**src/rtl/softmax_row.sv**
```systemverilog
// softmax_row: row-wise integer softmax over the int8 QK score matrices.
// Each row (32 signed int8 scores packed in 4 x 64-bit words) is read, the
// row maximum m is tracked, exp2 is approximated with a 4-entry LUT plus a
// right shift, the 13-bit row sum is inverted by a 22-step restoring divide
// (recip = floor(2^21 / sum)), and every lane is scaled to an unsigned 8-bit
// probability (scale 256) and written back one word per cycle.
//
// Ports:
//   clk, rst            clock (rising edge), asynchronous active-high reset
//   start, done         run trigger (sampled in IDLE) / end-of-run pulse
//   *_bar0              score port: read-only, addr_bar0 -> data_out_bar0
//                       with one cycle of latency
//   *_bar1              probability port: write_en_bar1/addr_bar1/data_in_bar1
//                       commit at the rising edge ending the WRITE cycle
module softmax_row #(
    parameter int WIDTH               = 64,
    parameter int HEADS               = 4,
    parameter int SEQ                 = 32,
    parameter int QKMM_OUTPUT_BASE    = 512,
    parameter int SOFTMAX_OUTPUT_BASE = 2560
) (
    input  logic             clk,
    input  logic             rst,
    input  logic             start,
    output logic             done,
    output logic             write_en_bar0,
    output logic [WIDTH-1:0] data_in_bar0,
    output logic [31:0]      addr_bar0,
    input  logic [WIDTH-1:0] data_out_bar0,
    output logic             write_en_bar1,
    output logic [WIDTH-1:0] data_in_bar1,
    output logic [31:0]      addr_bar1,
    input  logic [WIDTH-1:0] data_out_bar1
);
    localparam int LANES = WIDTH / 8;
    localparam int WPR   = SEQ / LANES;    // words per row
    localparam int ROWS  = HEADS * SEQ;
    localparam int ROW_W = $clog2(ROWS);

    localparam logic [2:0] S_IDLE  = 3'd0;
    localparam logic [2:0] S_READ  = 3'd1;
    localparam logic [2:0] S_EXP   = 3'd2;
    localparam logic [2:0] S_DIV   = 3'd3;
    localparam logic [2:0] S_WRITE = 3'd4;
    localparam logic [2:0] S_DONE  = 3'd5;

    logic [2:0]                  state_reg;
    logic [4:0]                  cnt_reg;
    logic [ROW_W-1:0]            row_reg;
    logic signed [7:0]           m_reg;
    logic [12:0]                 sum_reg;
    logic [21:0]                 quo_reg;
    logic [12:0]                 rem_reg;
    logic [31:0]                 addr0_reg;
    logic [WPR-1:0][WIDTH-1:0]   buf_reg;

    logic                        unused_bar1;
    assign unused_bar1 = ^data_out_bar1;

    assign write_en_bar0 = 1'b0;
    assign data_in_bar0  = '0;
    assign done          = (state_reg == S_DONE);
    assign write_en_bar1 = (state_reg == S_WRITE);

    // Word k of the current row sits at row*WPR + k from either base.
    logic [31:0] row_off;
    logic [31:0] rd_addr;
    logic        rd_issue;
    assign row_off  = 32'(row_reg) * 32'(WPR);
    assign rd_addr  = 32'(QKMM_OUTPUT_BASE) + row_off + 32'(cnt_reg[1:0]);
    assign rd_issue = (state_reg == S_READ) && (cnt_reg < 5'd4);
    // Live address while issuing, otherwise hold the last one issued.
    assign addr_bar0 = rd_issue ? rd_addr : addr0_reg;
    assign addr_bar1 = 32'(SOFTMAX_OUTPUT_BASE) + row_off + 32'(cnt_reg[1:0]);

    // Running signed maximum including the word arriving this cycle.
    logic signed [7:0] word_max;
    always_comb begin
        word_max = m_reg;
        for (int j = 0; j < LANES; j++) begin
            if ($signed(data_out_bar0[WIDTH-1-8*j -: 8]) > word_max)
                word_max = data_out_bar0[WIDTH-1-8*j -: 8];
        end
    end

    // Per-lane exp2 and output scaling on the buffer word selected by cnt.
    logic [WIDTH-1:0] cur_word;
    logic [WIDTH-1:0] exp_word;
    logic [WIDTH-1:0] wr_word;
    logic [7:0]       exp_lane [LANES];
    logic [13:0]      recip;
    assign cur_word = buf_reg[cnt_reg[1:0]];
    assign recip    = quo_reg[13:0];

    for (genvar gi = 0; gi < LANES; gi++) begin : g_lane
        logic [7:0]  x;
        logic [8:0]  d;
        logic [7:0]  lut;
        logic [7:0]  e;
        logic [21:0] prod;
        assign x = cur_word[WIDTH-1-8*gi -: 8];
        // m >= x always holds, so the 9-bit difference is in 0..255.
        assign d = {m_reg[7], m_reg} - {x[7], x};
        always_comb begin
            case (d[1:0])
                2'd0:    lut = 8'd255;
                2'd1:    lut = 8'd214;
                2'd2:    lut = 8'd180;
                default: lut = 8'd151;
            endcase
        end
        // Shift amount d[8:2] of 8 or more flushes the value to zero.
        assign e = (d[8:5] != 4'd0) ? 8'd0 : (lut >> d[4:2]);
        assign exp_word[WIDTH-1-8*gi -: 8] = e;
        assign exp_lane[gi] = e;
        // In WRITE the lane already holds e; saturate the >>13 result at 255.
        assign prod = 22'(x) * 22'(recip);
        assign wr_word[WIDTH-1-8*gi -: 8] = prod[21] ? 8'hFF : prod[20:13];
    end

    assign data_in_bar1 = wr_word;

    logic [10:0] exp_sum;
    always_comb begin
        exp_sum = '0;
        for (int j = 0; j < LANES; j++)
            exp_sum = exp_sum + 11'(exp_lane[j]);
    end

    // One restoring-divide step: shift in the next dividend bit from the
    // top of the quotient register, subtract the divisor when it fits.
    logic [13:0] trial;
    logic        fits;
    assign trial = {rem_reg, quo_reg[21]};
    assign fits  = (trial >= {1'b0, sum_reg});

    always_ff @(posedge clk or posedge rst) begin
        if (rst) begin
            state_reg <= S_IDLE;
            cnt_reg   <= '0;
            row_reg   <= '0;
            m_reg     <= -8'sd128;
            sum_reg   <= '0;
            quo_reg   <= '0;
            rem_reg   <= '0;
            addr0_reg <= 32'(QKMM_OUTPUT_BASE);
            buf_reg   <= '0;
        end else begin
            case (state_reg)
                S_IDLE: begin
                    if (start) begin
                        state_reg <= S_READ;
                        cnt_reg   <= '0;
                        m_reg     <= -8'sd128;
                    end
                end
                S_READ: begin
                    if (rd_issue)
                        addr0_reg <= rd_addr;
                    if (cnt_reg != 5'd0) begin
                        buf_reg[cnt_reg[1:0] - 2'd1] <= data_out_bar0;
                        m_reg <= word_max;
                    end
                    if (cnt_reg == 5'd4) begin
                        state_reg <= S_EXP;
                        cnt_reg   <= '0;
                        sum_reg   <= '0;
                    end else begin
                        cnt_reg <= cnt_reg + 5'd1;
                    end
                end
                S_EXP: begin
                    buf_reg[cnt_reg[1:0]] <= exp_word;
                    sum_reg <= sum_reg + 13'(exp_sum);
                    if (cnt_reg == 5'd3) begin
                        state_reg <= S_DIV;
                        cnt_reg   <= '0;
                        quo_reg   <= 22'h200000;   // dividend 2^21
                        rem_reg   <= '0;
                    end else begin
                        cnt_reg <= cnt_reg + 5'd1;
                    end
                end
                S_DIV: begin
                    quo_reg <= {quo_reg[20:0], fits};
                    rem_reg <= fits ? 13'(trial - {1'b0, sum_reg}) : trial[12:0];
                    if (cnt_reg == 5'd21) begin
                        state_reg <= S_WRITE;
                        cnt_reg   <= '0;
                    end else begin
                        cnt_reg <= cnt_reg + 5'd1;
                    end
                end
                S_WRITE: begin
                    if (cnt_reg == 5'd3) begin
                        cnt_reg <= '0;
                        row_reg <= row_reg + 1'b1;
                        if (row_reg == ROW_W'(ROWS - 1)) begin
                            state_reg <= S_DONE;
                        end else begin
                            state_reg <= S_READ;
                            m_reg     <= -8'sd128;
                        end
                    end else begin
                        cnt_reg <= cnt_reg + 5'd1;
                    end
                end
                S_DONE: begin
                    state_reg <= S_IDLE;
                end
                default: begin
                    state_reg <= S_IDLE;
                end
            endcase
        end
    end
endmodule

```
**config.mk**
```make
export PLATFORM = sky130hd
export DESIGN_NAME = softmax_row
export DESIGN_NICKNAME = d
export VERILOG_FILES = /design/src/rtl/softmax_row.sv
export SDC_FILE = /design/constraint.sdc
export NUM_CORES = 2
export LEC_CHECK = 0
export CAP_MARGIN = 20
export CORE_MARGIN = 3
export CORE_UTILIZATION = 41
export CTS_BUF_LIST = sky130_fd_sc_hd__clkbuf_4 sky130_fd_sc_hd__clkbuf_8
export DETAILED_ROUTE_END_ITERATION = 12
export GPL_TIMING_DRIVEN = 0
export HOLD_SLACK_MARGIN = 0.08
export MAX_ROUTING_LAYER = met4
export PLACE_DENSITY = 0.61
export SLEW_MARGIN = 0
export SYNTH_ARGS = -nofsm -noshare
export SYNTH_HDL_FRONTEND = slang
export SYNTH_SLANG_ARGS = --single-unit
```
**constraint.sdc**
```tcl
create_clock -name clk -period 14.64 [get_ports clk]
set_clock_uncertainty 0.05 [all_clocks]
set_input_delay 2.196 -clock clk [delete_from_list [all_inputs] [get_ports clk]]
set_output_delay 2.196 -clock clk [all_outputs]
set_load 0.02 [all_outputs]
```
# Word-level counts from Yosys, hierarchy flattened
# Index checks and enable logic that the tools add are counted.
# op_classes
n_bitwise	0
shift	8
add_sub_neg	24
n_mux	67
n_eq_ne	32
n_reduce_logical	33
multipliers	8
order_cmp	14
div	0
# ops
cell	n
bitwise mux 256 bit	2
case mux 256 bit (2 select lines)	1
demux 64 bit (select 2 bit)	2
two-way mux 256 bit	1
two-way mux 8 bit	28
two-way mux 64 bit	3
multiplier 8 x 14 -> 22 bit	8
case mux 7 bit (3 select lines)	8
binary-select mux 64 bit (select 2 bit)	1
subtractor 8 x 8 -> 9 bit	8
> comparator 8 bit	8
right shift 8 x 3 -> 8 bit	8
case mux 13 bit (2 select lines)	2
adder 11 x 8 -> 11 bit	4
case mux 22 bit (2 select lines)	1
two-way mux 13 bit	3
nonzero test 4 bit	9
two-way mux 32 bit	1
case mux 8 bit (3 select lines)	1
two-way mux 22 bit	1
two-way mux 5 bit	4
case mux 5 bit (4 select lines)	1
two-way mux 3 bit	6
== test 2 x 1 -> 1 bit, second input constant	8
36 further kinds	67
# word_totals
elab_cells	198
regBits	359
ramBits	0
inputBits	131
rom_bits	0
output_inout_bits	195
latchBits	0
mem_count	0

# Depth between registers and ports, before layout
# logic_depth
ltp_word	18
ltp_mapped	90
ltp_nobuf	85

# Least setup slack after synthesis
# OpenSTA, ideal clock, no wires.
# synth_path
path_type	input port to flip-flop
start	in data_out_bar0[63]
end	reg m_reg[3]
path_slack_ns	-2.245
arrival_ns	16.697
setup_ns	0.138
path_buffers	6
required_time_ns	14.452
stages	82
path_cell_list	ha_1 nand4_2 a211oi_2 nor3_1 nor2_2 mux2i_1 ha_1 and3_1 a22oi_1 and3_1 o22a_4 a21boi_1 a31o_2 clkbuf_1 nor2_1 a21oi_1 inv_1 ha_1 [... 46 more ...] a21oi_1 clkbuf_1 o211ai_2 a21boi_1 ha_1 nor2b_1 o21a_1 o21ai_0 nand2b_1 a21oi_1 nor2b_1 o21ai_0 a21oi_1 a21oi_1 clkbuf_1 o21ai_0 a31oi_1 o32ai_1
# synth_between
elab_chain_cells	18
# synth_lines
element	line	rtl
start, declared	29	input logic [WIDTH-1:0] data_out_bar0,
> comparator 8 bit	81	if ($signed(data_out_bar0[WIDTH-1-8*j -: 8]) > word_max)
two-way mux 8 bit *	81	
> comparator 8 bit	81	
two-way mux 8 bit *	81	
> comparator 8 bit	81	
two-way mux 8 bit *	81	
> comparator 8 bit	81	
two-way mux 8 bit *	81	
[... 2 more ...]	--	
> comparator 8 bit	81	
two-way mux 8 bit *	81	
> comparator 8 bit	81	
two-way mux 8 bit *	81	
> comparator 8 bit	81	
two-way mux 8 bit *	81	
two-way mux 8 bit *	160	if (cnt_reg != 5'd0) begin
case mux 8 bit (3 select lines) *	149	case (state_reg)
end signal, assigned	142	m_reg <= -8'sd128;
end signal, assigned	154	m_reg <= -8'sd128;
end signal, assigned	162	m_reg <= word_max;
end, declared	50	logic signed [7:0] m_reg;
# Every way passes the cells marked *; elsewhere a longest branch is shown, timed or not. The select of a mux whose other input is x is not followed.
# A chain may end at the register's enable or synchronous reset.

# Worst setup path after layout
# layout_path
start	in data_out_bar0[60]
end	reg m_reg[0]
# Same word-level chain as after synthesis.

==> results.toml <==
[global_routing]
grt_max_degree = 121
grt_pass1_wl_mm = 262
grt_overflow_total = 0
grt_usage_pct = 26.9
grt_pass1_vias = 44050
antenna_found_initial = 14

[critical_path]
worstPathRequired_ns = 15.14
crit_top_cell = "a21oi_2"
end_kind = "register"
critPathKind = "primary input to register"
start_kind = "primary input"
rr_endpoint = "m_reg[0]"
worst_path_largest_cell_delay_ns = 0.41
worst_path_max_delay_cell = "a311o_2"
rr_worst_depth = 88
r2r-start = "m_reg[7]"
critical_path.max_fanout = 8
rrSetupSlack_ns = -0.58
crit_arrival_ns = 16.05

[sta]
hold_slack_ns = 0.423
finalSetupViolations = 8
period_share_pct = 106
fin_crit_ns = 15.55
drv_slew = 0
slew_headroom_pct = 16.5
worst_slew_pin_slew_ns = 1.25
setup_ws_ns = -0.911
timing.fmax_mhz = 64.3
rsz0062_at_grt = "true"
finalHoldViolations = 0

[finish]
fillerInstances = 12047
final_common_cell = "nand2_1"
finalNetCount = 7507
area_growth_pct = 14.4
drive_gt1_share_pct = 8.83
final_cells = 7948
final_cell_mix = "nand2_1, inv_1, fa_1, ha_1, and2_1"
largest_reg_flops = 256

[floorplan]
ioPinCount = 326
die-area_mm2 = 0.130
die_h_um = 360
core_area_mm2 = 0.124
row_count = 129
die_w_um = 360
start_util_pct = 41.4

[run_status]
violations = "setup timing"
status = "complete, but fails checks"

[synth]
yosysUniqueCellTypes = 88
synth_compound_area_share_pct = 13.8
syn_area_mm2 = 0.0515
yosysWarnings = 0
synth.area.top_cells = "fa_1, dfrtp_1, ha_1"
async_flop_share_pct = 100
ys_ff_latch = 359
synth_simple_gate_area_share_pct = 15.9
yosys.area.top_type = "fa_1"
synth_top_family_by_area = "adder cells"
avgSynthCellArea_um2 = 8.83
ys_seq_area_share_pct = 17.4
synth_xor_area_share_pct = 2.58
yosys.area.top_type_share_pct = 24.6
synthAdderAreaFrac_pct = 36.5
synth_mux_area_share_pct = 3.89
yosys_most_used_dff = "dfrtp_1"
synth_edf_count = 0
syn_inst = 5834

[placement]
portBuffers = 165
place.gp.congestion = 0.964
dp_cells = 7745
hpwl_mm = 134

[hold_path]
holdPathStages = 2
min-delay-path-class = "register to register"
min_from = "addr0_reg[1]"
holdPathEnd = "addr0_reg[1]"

[clock_network]
cts_max_path_buffers = 3
clk_latency_ns = 0.70
holdBufCountCts = 0
cts_buffers = 68
cts_sinks = 359
path_clk_slew_ns = 0.06
cts-root-buf = "clkbuf_8"
tritoncts = "built"
htree_levels = 3

[drt]
routed_wl_mm = 171
antenna_left = 0
avgRoutedWirePerCell_um = 21.6
drtPass1Iterations = 8
viasPerCell = 5.42
vias = 43048
drc = 0
drt_iter0_drc = 3533

[flow_run]
max-cap-violations = 0
-- Yosys cell counts (12+ instances only) --
cell	number
a21o_1	127
a21oi_1	162
a22o_1	39
a22oi_1	241
a31oi_1	15
and2_1	428
buf_1	12
buf_4	90
clkbuf_1	321
dfrtp_1	357
fa_1	632
ha_1	492
inv_1	836
mux2_2	28
mux2i_1	21
mux4_2	64
nand2_1	877
nand2b_1	71
nand3_1	22
nor2_1	167
nor2b_1	40
nor3_1	35
o21ai_0	354
o21bai_1	25
or2_2	13
or3_1	12
xnor2_1	79
xor2_1	73
-- area by class of cell --
class | count | area, um2 | share of cell area (%)
multi-input cells | 4300 | 38600 | 65.5
flip-flops and latches | 359 | 8990 | 15.3
inverters | 836 | 3160 | 5.36
repair buffers | 261 | 2620 | 4.44
well taps | 1637 | 2050 | 3.48
plain buffers | 426 | 2010 | 3.42
clock buffers | 101 | 1250 | 2.11
clock inverters | 17 | 211 | 0.359
diodes | 11 | 27.5 | 0.0467
-- through the flow --
stage,util (%),setup TNS (ns),worst slack [ns],cell area (um2)
after CTS,47.1,-7.12,-0.910,58500
after global placement,44.9,-1085.02,-3.43,55800
after global routing,47.4,-12.23,-1.57,58900
after detailed placement,45.2,-28.70,-3.67,56200
final,47.4,-6.94,-0.911,58900
after floorplan,-,-6.03,-0.830,52100
-- timing repair --
action | 4_1_cts | 5_1_grt
resized for setup | 147 | 47
gates cloned | 2 | 0
setup endpoints to repair | 8 | 8
buffers inserted | 48 | 23
pin swaps | 62 | 51
-- how the worst max path moves through the flow --
stage | start | end | slack (ns) | cells past startpoint
floorplan | data_out_bar0[63] | m_reg[3] | -0.83 | 85
global placement | data_out_bar0[62] | m_reg[3] | -3.43 | 84
detailed placement | data_out_bar0[62] | m_reg[3] | -3.67 | 82
CTS | data_out_bar0[61] | m_reg[0] | -0.91 | 86
global route | data_out_bar0[62] | m_reg[4] | -1.57 | 88
finish | data_out_bar0[60] | m_reg[0] | -0.91 | 88
-- kinds of logic (layout without fill, tap and decap cells) --
family,after synthesis,in the layout
XOR/XNOR,152,152
other,2,99
adder cells (fa/ha/maj),1125,1125
multiplexers,115,115
AND/OR/NAND/NOR,1724,1725
AO/OA/AOI/OAI,1095,1095
buffers and inverters,1262,1641
flip-flops,359,359
-- worst max-delay path, delay by kind of cell --
family	cells	cell delay [ns]
compound gates	36	5.51
simple gates	27	3.58
fa+ha+maj	8	1.97
buf+inv	13	1.62
mux	4	1.13
-- layer usage --
layer,wire length (um),track usage [%],vias to the layer above
li1,-,-,19595
met1,73200,35.0,21331
met2,77400,41.5,1707
met3,11800,3.85,415
met4,9030,12.7,0
met5,0,-,-
Power is not shown: default switching activity piles up to over one toggle a cycle in this logic, so the estimate is an artifact.
